==> config.mk <==
export PLATFORM = sky130hd
export DESIGN_NAME = seven_seg_scanner
export DESIGN_NICKNAME = d
export VERILOG_FILES = /design/src/rtl/seg7_pkg.sv /design/src/rtl/seg7_decoder.sv /design/src/rtl/seven_seg_scanner.sv
export SDC_FILE = /design/constraint.sdc
export NUM_CORES = 1
export LEC_CHECK = 0
export BUFFER_PORTS_ARGS = -buffer_cell sky130_fd_sc_hd__buf_2
export CORE_MARGIN = 10
export CORE_UTILIZATION = 55
export CTS_CLUSTER_DIAMETER = 80
export DETAILED_ROUTE_END_ITERATION = 16
export PLACE_DENSITY = 0.86
export SKIP_LAST_GASP = 1
export SLEW_MARGIN = 0
export SYNTH_ARGS = -nofsm -noshare
export SYNTH_HDL_FRONTEND = slang
export SYNTH_SLANG_ARGS = --single-unit
==> constraint.sdc <==
create_clock -name clk -period 8.5 [get_ports clk]
set_input_delay 1.7 -clock clk [delete_from_list [all_inputs] [get_ports clk]]
set_output_delay 1.7 -clock clk [all_outputs]
set_load 0.03 [all_outputs]
==> src/rtl/seg7_pkg.sv <==
// Shared seven-segment constants: segment bit positions and the 0-F glyph table.
// Glyphs are stored low-active (0 = segment lit), bit0 = a .. bit6 = g.
package seg7_pkg;

  localparam int SEG_COUNT = 7;

  localparam int SEG_A = 0;
  localparam int SEG_B = 1;
  localparam int SEG_C = 2;
  localparam int SEG_D = 3;
  localparam int SEG_E = 4;
  localparam int SEG_F = 5;
  localparam int SEG_G = 6;

  localparam logic [SEG_COUNT-1:0] SEG_ALL_OFF = '1;

  // Entry n is the glyph for nibble n; listed F down to 0 so the packed index matches.
  localparam logic [15:0][SEG_COUNT-1:0] SEG_PATTERNS = {
    7'b0001110,  // F
    7'b0000110,  // E
    7'b0100001,  // d
    7'b1000110,  // C
    7'b0000011,  // b
    7'b0001000,  // A
    7'b0010000,  // 9
    7'b0000000,  // 8
    7'b1111000,  // 7
    7'b0000010,  // 6
    7'b0010010,  // 5
    7'b0011001,  // 4
    7'b0110000,  // 3
    7'b0100100,  // 2
    7'b1111001,  // 1
    7'b1000000   // 0
  };

  function automatic logic [SEG_COUNT-1:0] seg_pattern(input logic [3:0] nibble);
    return SEG_PATTERNS[nibble];
  endfunction

endpackage

==> src/rtl/seg7_decoder.sv <==
// Combinational hex nibble to low-active seven-segment glyph.
module seg7_decoder
  import seg7_pkg::*;
(
  input  logic [3:0]           nibble,
  output logic [SEG_COUNT-1:0] pattern
);

  assign pattern = seg_pattern(nibble);

endmodule

==> src/rtl/seven_seg_scanner.sv <==
// Multiplexed seven-segment scanner with per-slot anti-ghost blanking and tear-free frames.
// Optional leading-zero suppression is enabled by defining SEG7_LEADING_ZERO_BLANK_EN.
module seven_seg_scanner
  import seg7_pkg::*;
#(
  parameter int NUM_DIGITS   = 4,
  parameter int PRESCALE     = 50000,
  parameter int BLANK_CYCLES = 16,
  parameter int ACTIVE_LOW   = 1
) (
  input  logic                    clk,
  input  logic                    reset,
  input  logic [4*NUM_DIGITS-1:0] digits,
  input  logic [NUM_DIGITS-1:0]   dp_in,
  input  logic [NUM_DIGITS-1:0]   blank_mask,
  output logic [SEG_COUNT-1:0]    segmentos,
  output logic                    dp,
  output logic [NUM_DIGITS-1:0]   anodos,
  output logic                    frame_start
);

  localparam int   IDX_W   = $clog2(NUM_DIGITS);
  localparam int   CNT_W   = (PRESCALE > 1) ? $clog2(PRESCALE) : 1;
  localparam logic OFF_LVL = (ACTIVE_LOW != 0);

  logic [CNT_W-1:0]        prescale_cnt, prescale_cnt_next;
  logic [IDX_W-1:0]        scan_idx, scan_idx_next;
  logic                    primed, primed_next;
  logic                    tick, enter_frame;
  logic [4*NUM_DIGITS-1:0] snap_digits, snap_digits_next;
  logic [NUM_DIGITS-1:0]   snap_dp, snap_dp_next;
  logic [NUM_DIGITS-1:0]   snap_blank, snap_blank_next;
  logic [NUM_DIGITS-1:0]   lz_mask;
  logic [3:0]              cur_nibble;
  logic                    cur_dp_req, cur_dark, cur_dp_dark;
  logic [SEG_COUNT-1:0]    glyph, seg_low_next;
  logic                    dp_low_next;
  logic [NUM_DIGITS-1:0]   anode_on_next;

  assign tick = (prescale_cnt == CNT_W'(PRESCALE - 1));

  // The first tick after reset lands on slot 0 rather than advancing, so a frame always starts cleanly.
  always_comb begin
    prescale_cnt_next = tick ? '0 : prescale_cnt + 1'b1;
    primed_next       = primed | tick;
    scan_idx_next     = scan_idx;
    if (tick) begin
      if (!primed || scan_idx == IDX_W'(NUM_DIGITS - 1))
        scan_idx_next = '0;
      else
        scan_idx_next = scan_idx + 1'b1;
    end
    enter_frame      = tick && (scan_idx_next == '0);
    snap_digits_next = enter_frame ? digits     : snap_digits;
    snap_dp_next     = enter_frame ? dp_in      : snap_dp;
    snap_blank_next  = enter_frame ? blank_mask : snap_blank;
  end

`ifdef SEG7_LEADING_ZERO_BLANK_EN
  logic zero_run;

  always_comb begin
    zero_run = 1'b1;
    lz_mask  = '0;
    for (int i = NUM_DIGITS - 1; i >= 1; i--) begin
      zero_run   = zero_run & (snap_digits_next[4*i +: 4] == 4'h0);
      lz_mask[i] = zero_run;
    end
  end
`else
  assign lz_mask = '0;
`endif

  always_comb begin
    cur_nibble = '0;
    cur_dp_req = 1'b0;
    cur_dark   = 1'b0;
    cur_dp_dark = 1'b0;
    for (int i = 0; i < NUM_DIGITS; i++) begin
      if (scan_idx_next == IDX_W'(i)) begin
        cur_nibble  = snap_digits_next[4*i +: 4];
        cur_dp_req  = snap_dp_next[i];
        cur_dark    = snap_blank_next[i] | lz_mask[i];
        cur_dp_dark = snap_blank_next[i];
      end
    end
  end

  seg7_decoder u_decoder (
    .nibble  (cur_nibble),
    .pattern (glyph)
  );

  // Outputs are computed from next-state so they reflect a new slot in the cycle right after its tick.
  always_comb begin
    seg_low_next  = (primed_next && !cur_dark) ? glyph : SEG_ALL_OFF;
    dp_low_next   = !(primed_next && cur_dp_req && !cur_dp_dark);
    anode_on_next = '0;
    if (primed_next && int'(prescale_cnt_next) >= BLANK_CYCLES)
      anode_on_next = NUM_DIGITS'(1) << scan_idx_next;
  end

  always_ff @(posedge clk or posedge reset) begin
    if (reset) begin
      prescale_cnt <= '0;
      scan_idx     <= '0;
      primed       <= 1'b0;
      snap_digits  <= '0;
      snap_dp      <= '0;
      snap_blank   <= '0;
      segmentos    <= {SEG_COUNT{OFF_LVL}};
      dp           <= OFF_LVL;
      anodos       <= {NUM_DIGITS{OFF_LVL}};
      frame_start  <= 1'b0;
    end else begin
      prescale_cnt <= prescale_cnt_next;
      scan_idx     <= scan_idx_next;
      primed       <= primed_next;
      snap_digits  <= snap_digits_next;
      snap_dp      <= snap_dp_next;
      snap_blank   <= snap_blank_next;
      segmentos    <= seg_low_next ^ {SEG_COUNT{~OFF_LVL}};
      dp           <= dp_low_next ^ ~OFF_LVL;
      anodos       <= anode_on_next ^ {NUM_DIGITS{OFF_LVL}};
      frame_start  <= enter_frame;
    end
  end

endmodule

==> out/results.txt <==
Layout cell share with drive strength beyond 1: 25.7%
Drt total wl: 6440 µm
R2r endpoint: segmentos[2]
Worst-path clk slew: 0.10 ns
Primary FF master, synth: dfrtp_1
WP data arrival: 4.30 ns
Top Ports: 39
Crit end category: register
Global-route wire length before repair: 10800 µm
Root cell of the clock tree: clkbuf_8
CTS Hold Bufs: 0
Post-DP HPWL: 4850 µm
GPL Wtd Cong: 0.898
Hold slack final: 0.482 ns
Drt drc: 0
CTS buffer count: 5
Initial antenna violation count: 0
CP Launch Point: prescale_cnt[10]
Vias: 2327
CP max stage delay: 0.56 ns
Crit path required time: 8.71 ns
Area grow syn2layout: 10.1%
All-Layer GR Usage: 14.9%
Slew @ Worst Pin: 0.909 ns
Crit path to: segmentos[2]
Site Rows: 26
R2R cell count: 11
Ant. Diodes: 0
Synth top area cells: dfrtp_1 37%, dfstp_2 11%, nand2_1 8.0%, ha_1 3.4%, nand3_1 3.2%
Fin Clk Skew: 0.0187 ns
Final setup violating endpoints: 0
F_max: 0.244 GHz
Synthesized area: 2990 µm²
Later-pin clock latency in the skew report: 0.31 ns
Port bufs: 38
R2r setup slk: 4.41 ns
DRT antenna net count: 0
DR WL/cell: 15.9 µm
Crit path buffers/inverters: 3
P_leak: 1.42 nW
Startpoint types: register
Post-synthesis sequential area ratio: 47.4%
Post-cts sizing count: 0
Drt pass-1 iters: 5
Setup TNS: 0 ns
Crit path top cell by count: inv_1
Die Ht: 93.7 µm
Top cell type's share of synthesized area: 36.9%
Core Footprint: 5170 µm²
Period utilization: 48.2%
Levels on crit path: 11
FFs w/ async S/R, synth: 100%
Layout net count: 367
Cell Area, Placed: 3210 µm²
Mapped Cells: 297
Crit path cell chain: or4b_4 -> nor4_4 -> buf_4 -> nand2_2 -> inv_1 -> a21o_1 -> a2111oi_2 -> a21oi_1 -> inv_1 -> ha_1 -> o311ai_1
Worst reg2reg startpoint: prescale_cnt[10]
Vias per std cell: 5.76
Die width: 93.7 µm
#FFs+latches synth: 56
FILL cells: 399
Biggest area consumer among synthesized cells: dfrtp_1
Hold Vio Cnt, Final: 0
WS Path Type: register to register
First DRT Iteration DRCs: 153
Layout Cell Area excl Fill: 3290 µm²
Max Cap Viol: 0
Post-synth EDFFs: 0
Die ar.: 8780 µm²
Final min period: 4.09 ns
# clock sinks: 56
CP max FO: 23
Slew Limit Fails: 0
Worst path slowest cell: or4b_4
# Post-CTS Setup Buffers: 0
RSZ-0062 raised after global routing: no
Largest net degree at the start of global routing: 57
Yosys cell types: 61
Commonest non-fill, non-tap cell in the layout: nand2_1
Syn. warnings: 0
Outcome: finished clean
Syn nets: 331
CTS Buffer Depth: 2
Vias in the first global route: 2311
H-tree Lvls: 2
Average cell area after synthesis: 10.1 µm²
Initial Utilization: 57.7%
Crit path max-delay family: simple AND/OR/NAND/NOR gates
Peak supply drop: 0.0000890 V
Slew headroom: 38.9%
CTS tree: done
Worst hold-check path type: register to register
Most frequent cells in the layout: 64 x nand2_1, 44 x dfrtp_1, 38 x buf_2
Power Density: 129 nW/µm²
GRT overflow: 0
registers in the layout (all words and copies together), names as in the netlist:
| name | count |
|---|---|
| snap_blank | 4 |
| primed | 1 |
| snap_dp | 4 |
| prescale_cnt | 16 |
| scan_idx | 2 |
| snap_digits | 16 |
| segmentos | 7 |
| dp | 1 |
| anodos | 4 |
| frame_start | 1 |
worst min-delay path by stage:
stage / depth (start not counted) / start / end / slack, ns
floorplan: 2 / snap_dp[2] / snap_dp[2] / 0.43
global placement: 2 / snap_dp[0] / snap_dp[0] / 0.45
detailed placement: 2 / snap_dp[0] / snap_dp[0] / 0.46
CTS: 2 / snap_dp[0] / snap_dp[0] / 0.48
global route: 1 / snap_blank[1] / snap_blank[1] / 0.51
finish: 2 / snap_dp[1] / snap_dp[1] / 0.48
routing by layer:
metal,wire [µm],track usage (%)
met2,3130,23.7
met1,2860,19.2
met3,412,3.92
met5,0,0
met4,37,4.68
power breakdown:
part	internal [W]	leakage, nW	switching, W
Combinational	0.00000550	0.764	0.00000843
Clock	0.0000581	0.0422	0.0000823
Sequential	0.000268	0.619	0.000000322
Total	0.000332	1.42	0.0000910
metrics by stage:
step | util, % | cells | total power [W] | setup slack [ns]
2_1_floorplan | - | 297 | 0.000279 | 5.12
3_3_place_gp | 62.0 | 396 | 0.000288 | 4.65
3_5_place_dp | 62.0 | 396 | 0.000288 | 4.41
4_1_cts | 63.5 | 404 | 0.000423 | 4.40
5_1_grt | 63.5 | 404 | 0.000438 | 4.05
6_report | 63.5 | 404 | 0.000423 | 4.41
cell families after synthesis:
group | after synthesis | synth area share, %
AO/OA/AOI/OAI | 44 | 12.3
buffers and inverters | 20 | 3.60
flip-flops | 56 | 47.4
XOR/XNOR | 13 | 3.81
AND/OR/NAND/NOR | 140 | 23.8
adder cells (fa/ha/maj) | 8 | 3.35
multiplexers | 16 | 5.66
cell type report:
class / instances / area [µm²] / share of cell area (%)
clock buffer: 7 / 76.3 / 2.32
clock inverter: 1 / 5.00 / 0.152
inverter: 9 / 33.8 / 1.03
multi-input combinational: 221 / 1460 / 44.5
sequential: 56 / 1420 / 43.1
tap: 70 / 87.6 / 2.66
timing repair buffer: 40 / 205 / 6.24
worst reg2reg max path, cell delays in order (launching register included):
cell and delay (ns):
dfrtp_1 0.45, or4b_4 0.56, nor4_4 0.27, buf_4 0.30, nand2_2 0.34, inv_1 0.57, a21o_1 0.22, a2111oi_2 0.05
a21oi_1 0.41, inv_1 0.17, ha_1 0.32, o311ai_1 0.34
synthesized netlist by cell type, types with 4 or more instances:
cell type	count
nand3_1	19
buf_6	4
xor2_1	10
mux2_2	5
inv_1	9
dfrtp_1	44
nand4_1	6
clkbuf_1	4
and3_1	4
dfstp_2	12
nor3_1	5
nor2_1	15
o21ai_0	6
ha_1	8
mux2i_1	9
or3_1	4
a21oi_1	6
nand2_1	64
Note: power is estimated with default switching activity, not from simulation.
